===== src/rtl/mem_arbiter_pkg.sv =====
`default_nettype none
// ============================================================================
// Module      : mem_arbiter_pkg
// Description : Shared types and constants for the two-master memory arbiter.
// Revision    : 1.0 - initial release
// ============================================================================
package mem_arbiter_pkg;

    typedef enum logic [0:0] {
        ST_IDLE = 1'b0,
        ST_BUSY = 1'b1
    } state_t;

    typedef enum logic [0:0] {
        OWNER_M0 = 1'b0,
        OWNER_M1 = 1'b1
    } owner_t;

    localparam logic [31:0] TIMEOUT_RDATA = 32'hDEAD_BEEF;

endpackage
`default_nettype wire


===== src/rtl/mem_arbiter_timeout.sv =====
`default_nettype none
// ============================================================================
// Module      : mem_arbiter_timeout
// Description : BUSY-cycle counter with expiry compare for the arbiter.
// Revision    : 1.0 - initial release
// ============================================================================
module mem_arbiter_timeout #(
    parameter int TIMEOUT_CYCLES = 255
) (
    input  logic clk,
    input  logic reset_n,
    input  logic start,
    input  logic busy,
    output logic expired
);

    localparam int c_cnt_w = $clog2(TIMEOUT_CYCLES + 1);
    localparam logic [c_cnt_w-1:0] c_limit = c_cnt_w'(TIMEOUT_CYCLES);

    logic [c_cnt_w-1:0] r_count;

    always_ff @(posedge clk) begin
        if (!reset_n) begin
            r_count <= '0;
        end else if (start) begin
            r_count <= '0;
        end else if (busy && !expired) begin
            r_count <= r_count + c_cnt_w'(1);
        end
    end

    assign expired = busy && (r_count == c_limit);

endmodule
`default_nettype wire


===== src/rtl/mem_arbiter.sv =====
`default_nettype none
// ============================================================================
// Module      : mem_arbiter
// Description : Round-robin two-master / one-slave native memory bus arbiter,
//               one transaction in flight. Optional forced completion on a
//               silent slave when MEM_ARBITER_TIMEOUT_EN is defined.
// Revision    : 1.0 - initial release
// ============================================================================
module mem_arbiter
    import mem_arbiter_pkg::*;
#(
    parameter int ADDR_W         = 32,
    parameter int DATA_W         = 32,
    parameter int TIMEOUT_CYCLES = 255
) (
    input  logic                clk,
    input  logic                reset_n,
    input  logic                m0_valid,
    input  logic                m0_instr,
    input  logic [ADDR_W-1:0]   m0_addr,
    input  logic [DATA_W-1:0]   m0_wdata,
    input  logic [DATA_W/8-1:0] m0_wstrb,
    output logic                m0_ready,
    output logic [DATA_W-1:0]   m0_rdata,
    input  logic                m1_valid,
    input  logic                m1_instr,
    input  logic [ADDR_W-1:0]   m1_addr,
    input  logic [DATA_W-1:0]   m1_wdata,
    input  logic [DATA_W/8-1:0] m1_wstrb,
    output logic                m1_ready,
    output logic [DATA_W-1:0]   m1_rdata,
    output logic                s_valid,
    output logic                s_instr,
    output logic [ADDR_W-1:0]   s_addr,
    output logic [DATA_W-1:0]   s_wdata,
    output logic [DATA_W/8-1:0] s_wstrb,
    input  logic                s_ready,
    input  logic [DATA_W-1:0]   s_rdata,
    output logic                busy,
    output logic                owner,
    output logic                timeout_flag
);

    state_t r_state;
    owner_t r_owner;
    owner_t r_last_owner;
    owner_t w_grant;
    logic   w_busy;
    logic   w_own_valid;
    logic   w_active;
    logic   w_timeout;
    logic   w_done;

    assign w_busy      = (r_state == ST_BUSY);
    assign w_own_valid = (r_owner == OWNER_M1) ? m1_valid : m0_valid;
    assign w_active    = w_busy && w_own_valid;

    // A tie goes to whichever master did not complete the previous transaction.
    always_comb begin
        w_grant = OWNER_M0;
        if (m0_valid && m1_valid) begin
            w_grant = (r_last_owner == OWNER_M0) ? OWNER_M1 : OWNER_M0;
        end else if (m1_valid) begin
            w_grant = OWNER_M1;
        end
    end

`ifdef MEM_ARBITER_TIMEOUT_EN
    logic w_start;
    logic w_expired;
    logic r_timeout_flag;

    assign w_start = (r_state == ST_IDLE) && (m0_valid || m1_valid);

    mem_arbiter_timeout #(
        .TIMEOUT_CYCLES(TIMEOUT_CYCLES)
    ) u_timeout (
        .clk    (clk),
        .reset_n(reset_n),
        .start  (w_start),
        .busy   (w_busy),
        .expired(w_expired)
    );

    // A real response arriving on the expiry cycle takes precedence.
    assign w_timeout = w_active && w_expired && !s_ready;

    always_ff @(posedge clk) begin
        if (!reset_n) begin
            r_timeout_flag <= 1'b0;
        end else if (w_timeout) begin
            r_timeout_flag <= 1'b1;
        end
    end

    assign timeout_flag = r_timeout_flag;
`else
    assign w_timeout    = 1'b0;
    assign timeout_flag = 1'b0;
`endif

    assign w_done = w_active && (s_ready || w_timeout);

    always_ff @(posedge clk) begin
        if (!reset_n) begin
            r_state      <= ST_IDLE;
            r_owner      <= OWNER_M1;
            r_last_owner <= OWNER_M1;
        end else begin
            case (r_state)
                ST_IDLE: begin
                    if (m0_valid || m1_valid) begin
                        r_state <= ST_BUSY;
                        r_owner <= w_grant;
                    end
                end
                ST_BUSY: begin
                    // Owner withdrawing early abandons the slot without credit.
                    if (!w_own_valid) begin
                        r_state <= ST_IDLE;
                    end else if (w_done) begin
                        r_state      <= ST_IDLE;
                        r_last_owner <= r_owner;
                    end
                end
                default: r_state <= ST_IDLE;
            endcase
        end
    end

    always_comb begin
        s_instr = 1'b0;
        s_addr  = '0;
        s_wdata = '0;
        s_wstrb = '0;
        if (w_busy) begin
            if (r_owner == OWNER_M1) begin
                s_instr = m1_instr;
                s_addr  = m1_addr;
                s_wdata = m1_wdata;
                s_wstrb = m1_wstrb;
            end else begin
                s_instr = m0_instr;
                s_addr  = m0_addr;
                s_wdata = m0_wdata;
                s_wstrb = m0_wstrb;
            end
        end
    end

    assign s_valid  = w_active && !w_timeout;
    assign m0_ready = w_done && (r_owner == OWNER_M0);
    assign m1_ready = w_done && (r_owner == OWNER_M1);
    assign m0_rdata = w_timeout ? DATA_W'(TIMEOUT_RDATA) : s_rdata;
    assign m1_rdata = w_timeout ? DATA_W'(TIMEOUT_RDATA) : s_rdata;
    assign busy     = w_busy;
    assign owner    = r_owner;

endmodule
`default_nettype wire


===== config.mk =====
export PLATFORM = sky130hd
export DESIGN_NAME = mem_arbiter
export DESIGN_NICKNAME = d
export VERILOG_FILES = /design/src/rtl/mem_arbiter_pkg.sv /design/src/rtl/mem_arbiter_timeout.sv /design/src/rtl/mem_arbiter.sv
export SDC_FILE = /design/constraint.sdc
export NUM_CORES = 1
export LEC_CHECK = 0
export ABC_CLOCK_PERIOD_IN_PS = 1860
export BUFFER_PORTS_ARGS = -buffer_cell sky130_fd_sc_hd__buf_2
export CORE_AREA = 2 2 120 122
export DETAILED_ROUTE_END_ITERATION = 6
export DIE_AREA = 0 0 122 124
export GPL_ROUTABILITY_DRIVEN = 0
export SETUP_SLACK_MARGIN = 0.4
export SLEW_MARGIN = 20
export SYNTH_ARGS = -nofsm -noshare
export SYNTH_HDL_FRONTEND = slang
export SYNTH_HIERARCHICAL = 1
export SYNTH_SLANG_ARGS = --single-unit

===== constraint.sdc =====
create_clock -name clk -period 1.86 [get_ports clk]
set_input_delay 0.279 -clock clk [delete_from_list [all_inputs] [get_ports clk]]
set_output_delay 0.279 -clock clk [all_outputs]
set_load 0.02 [all_outputs]

**Word-level counts from Yosys, hierarchy flattened**

Index checks and enable logic that the tools add are counted.

- Flip-flop bits (word level): 3
- Input bits: 175
- Output and inout port bits: 139
- Word-level logic and storage cells: 29

- Mux-type cells: 16
- Bitwise logic cells: 2
- Reduce and logical (&&, ||, !) cells: 8

Operator list:

| cell | number |
|---|---|
| 32-bit two-way mux | 4 |
| 1-bit two-way mux | 9 |
| 4-bit two-way mux | 2 |
| 1-bit logical AND | 5 |
| 3-bit AND reduction | 1 |
| 1-bit NOT | 2 |
| 1-bit one-hot mux with 2 select lines | 1 |
| 2-bit AND reduction | 1 |
| 1-bit logical OR | 1 |

**Longest topological paths before layout**

- Word-level depth: 6
- Mapped depth: 4
- Depth with buffers taken out: 3

**Least setup slack after synthesis**

No wires, ideal clock.

- Path kind: reg-to-output
- Start: reg r_owner (netlist: owner)
- End: out s_addr[0]
- Arrival: 1200 ps
- Data required time: 1581 ps
- Setup slack: 381 ps
- Cell stages (with the launch flop): 5
- Cell sequence: dfxtp_1 -> buf_6 -> buf_8 -> mux2i_1 -> nor2_1

- Cells in the longest elaborated chain, start to end: 2

Ends and longest elaborated chain:

| element | line | RTL |
|---|---|---|
| start, declared | mem_arbiter.sv:45 | `owner_t r_owner;` |
| start signal, assigned | mem_arbiter.sv:114 | `r_owner <= w_grant;` |
| 32-bit two-way mux | mem_arbiter.sv:137 | `if (r_owner == OWNER_M1) begin` |
| 32-bit two-way mux | mem_arbiter.sv:136 | `if (w_busy) begin` |
| end, declared | mem_arbiter.sv:34 | `output logic [ADDR_W-1:0] s_addr,` |

Every way passes these cells.

**Worst setup path after layout**

- Start: reg r_owner (netlist: owner)
- End: out s_wdata[31]

- Cells in the longest elaborated chain, start to end: 2

Ends and longest elaborated chain:

| element | line | RTL |
|---|---|---|
| 32-bit two-way mux | mem_arbiter.sv:137 |  |
| 32-bit two-way mux | mem_arbiter.sv:136 |  |
| end, declared | mem_arbiter.sv:35 | `output logic [DATA_W-1:0] s_wdata,` |

Every way passes these cells.

==> results.md <==
* Largest net degree at the start of global routing at 53
* Max Cap Viol at 0
* Most frequent cells after synthesis: nor2_1, mux2i_1, buf_4
* Minimum clock period at 1616 ps
* RSZ-0062 raised after global routing: yes
* Period utilization at 86.87%
* I/O pin cnt at 314
* Ys flop type: dfxtp_1
* Syn avg cell area at 7.348 um2
* Row cnt at 43
* Power per cell area at 440.4 nW/um2
* Ys async rst share at 0%
* Clock network latency to the later pin of the worst-skew pair at 220 ps
* Port bufs at 216
* Critical path fanouts, max at 5
* TritonCTS buffer count at 3
* Worst EP required at 1580 ps
* Final Hold Viols at 0
* Total wire length at 6979 um
* Post-Syn Nets at 411
* Slowest stage cell, crit path: dfxtp_4
* Vias in the first global route at 1,845
* Vias at 2,054
* HPWL after DPL at 5229 um
* Fraction of layout cells with a size suffix above 1 at 75.70%
* Crit path to: s_wdata[31]
* Wire length per cell at 12.22 um
* Yosys top cell area share at 40.40%
* Final setup violating endpoints at 0
* Total negative slack at 0 ps
* Remaining antenna violation count at 0
* Global route total overflow at 0
* Worst Hold Class: input pin to flip-flop
* Distinct cells, synth at 20
* CTS clk-pin slew, worst paths at 30 ps
* Die Wd at 122 um
* GRT Total Usage at 7.338%
* Ys Warns at 6
* Ant diodes at 0
* Total power at 0.001339 W
* Net count, final at 567
* 1st-iter DRT viols at 53
* Worst setup EP type: output pin
* DR vias/cell at 3.597
* Crit path launch type: flip-flop
* 1st-pass router iterations at 4
* Initial antenna violation count at 0
* F_max at 618.9 MHz
* Crit-path cells: buf_12 > buf_16 > mux2i_2 > nor2_2 > buf_6
* Area contributors post-synth: mux2i_1, buf_4, nor2_1, buf_8, dfxtp_1
* Critical R2R Launch: owner
* H-tree Lvls at 1
* Sequential cell area fraction in the yosys report at 3.463%
* Pleak at 1.830 nW
* Core box area at 13,720 um2
* Synth-to-Final Area Change at 75.32%
* Die height at 124 um
* Final Skew at 0.8780 ps
* CTS tree: built
* # hold bufs at CTS at 0
* CTS Buffer Depth at 2
* DRC violations left at 0
* Reg2Reg Setup Slack at 530 ps
* Worst Setup SP: owner
* Largest stage delay, worst path at 400 ps
* First-pass GRT wire length at 8687 um
* Root Buffer: clkbuf_16
* Peak VDD IR at 312.5 uV
* Reg2reg end: r_last_owner
* Initial Utilization at 12.64%
* WP data arrival at 1340 ps
* Outcome: completed
* CTS sink cnt at 3
* Util after Layout at 22.16%
* Post-synthesis register bit count at 3
* Synth Instances at 236
* FF-to-FF path depth at 6
* Most frequent cell after synthesis: nor2_1
* Post-synth top area cell: mux2i_1
* Total Die Area at 15,130 um2
* Critical path class: flip-flop to output pin
* Post-synth EDFFs at 0
* Count of pins over their slew limit at 0
* Synthesized area at 1734 um2
-- worst max-delay path, delay by kind of cell (launching register included) --
| family | cells | cell delay (ps) |
|---|---|---|
| AND/OR/NAND/NOR | 1 | 50 |
| flip-flops | 1 | 400 |
| multiplexers | 1 | 240 |
| buffers and inverters | 3 | 410 |
-- worst min path at each step --
stage,depth (start not counted),slack (ps),startpoint,end
global route,2,270,reset_n,r_last_owner
floorplan,1,360,reset_n,owner
finish,2,260,reset_n,r_last_owner
CTS,2,260,reset_n,r_last_owner
detailed placement,2,480,reset_n,r_last_owner
global placement,2,490,reset_n,r_last_owner
-- power by group --
part / switching (W) / internal (W) / total (W)
Clock: 0.0000569 / 0.000283 / 0.000340
Sequential: 0.00000919 / 0.0000695 / 0.0000787
Combinational: 0.000473 / 0.000448 / 0.000921
Total: 0.000539 / 0.000800 / 0.00134
-- sequential cells by signal (all words and copies together) (netlist names) --
signal        count
r_last_owner      1
owner             1
busy              1
-- repair_timing --
action / CTS / global route
setup endpoints to repair: 72 / 72
cloned: 2 / 1
gates resized for setup: 35 / 26
buffers inserted: 5 / 2
pin swaps: 2 / 3
-- per-stage QoR --
step                      setup WS (ps)  hold WS, ps  area, um2  std cells
after floorplan                   380.6        355.2       1844        236
after global placement            333.1        490.4       2599        557
after detailed placement          351.5        483.7       2599        557
after CTS                         249.0        256.9       2902        568
after global routing              189.0        268.0       3040        571
final                             244.2        262.3       3040        571
-- layer usage --
metal	track usage (%)	routed length, um	up-vias
met1	6.233	2184	869
met5	0	0	-
met2	15.78	3843	126
met3	1.236	651	35
li1	-	-	1024
met4	3.951	299	0
-- cell families (layout without fill, tap and decap cells) --
logic type | count (synthesis) | after routing | share of synthesized area [%]
compound gates | 5 | 5 | 1.731
buf+inv | 81 | 236 | 36.65
flops | 3 | 3 | 3.463
mux | 70 | 70 | 40.40
other cells | 1 | 1 | 0.2162
simple gates | 76 | 76 | 17.53
-- area by class of cell --
class / count / area [um2]
clock buffer: 4 / 78.83
sequential: 3 / 65.06
inverter: 1 / 5.005
multi-input combinational: 152 / 1222
tap: 180 / 225.2
fill: 1529 / 10680
timing repair buffer: 231 / 1444
-- cells in the final DEF, fill, tap and decap left out, types with 2 or more instances in the layout --
cell         n
nor2_1      27
buf_12       6
buf_6       14
clkbuf_16    4
nor2_2      44
buf_4       10
mux2i_1     55
buf_8        2
buf_16       2
buf_2      196
mux2i_2     13
mux2i_4      2
(Power assumes the default switching activity.)
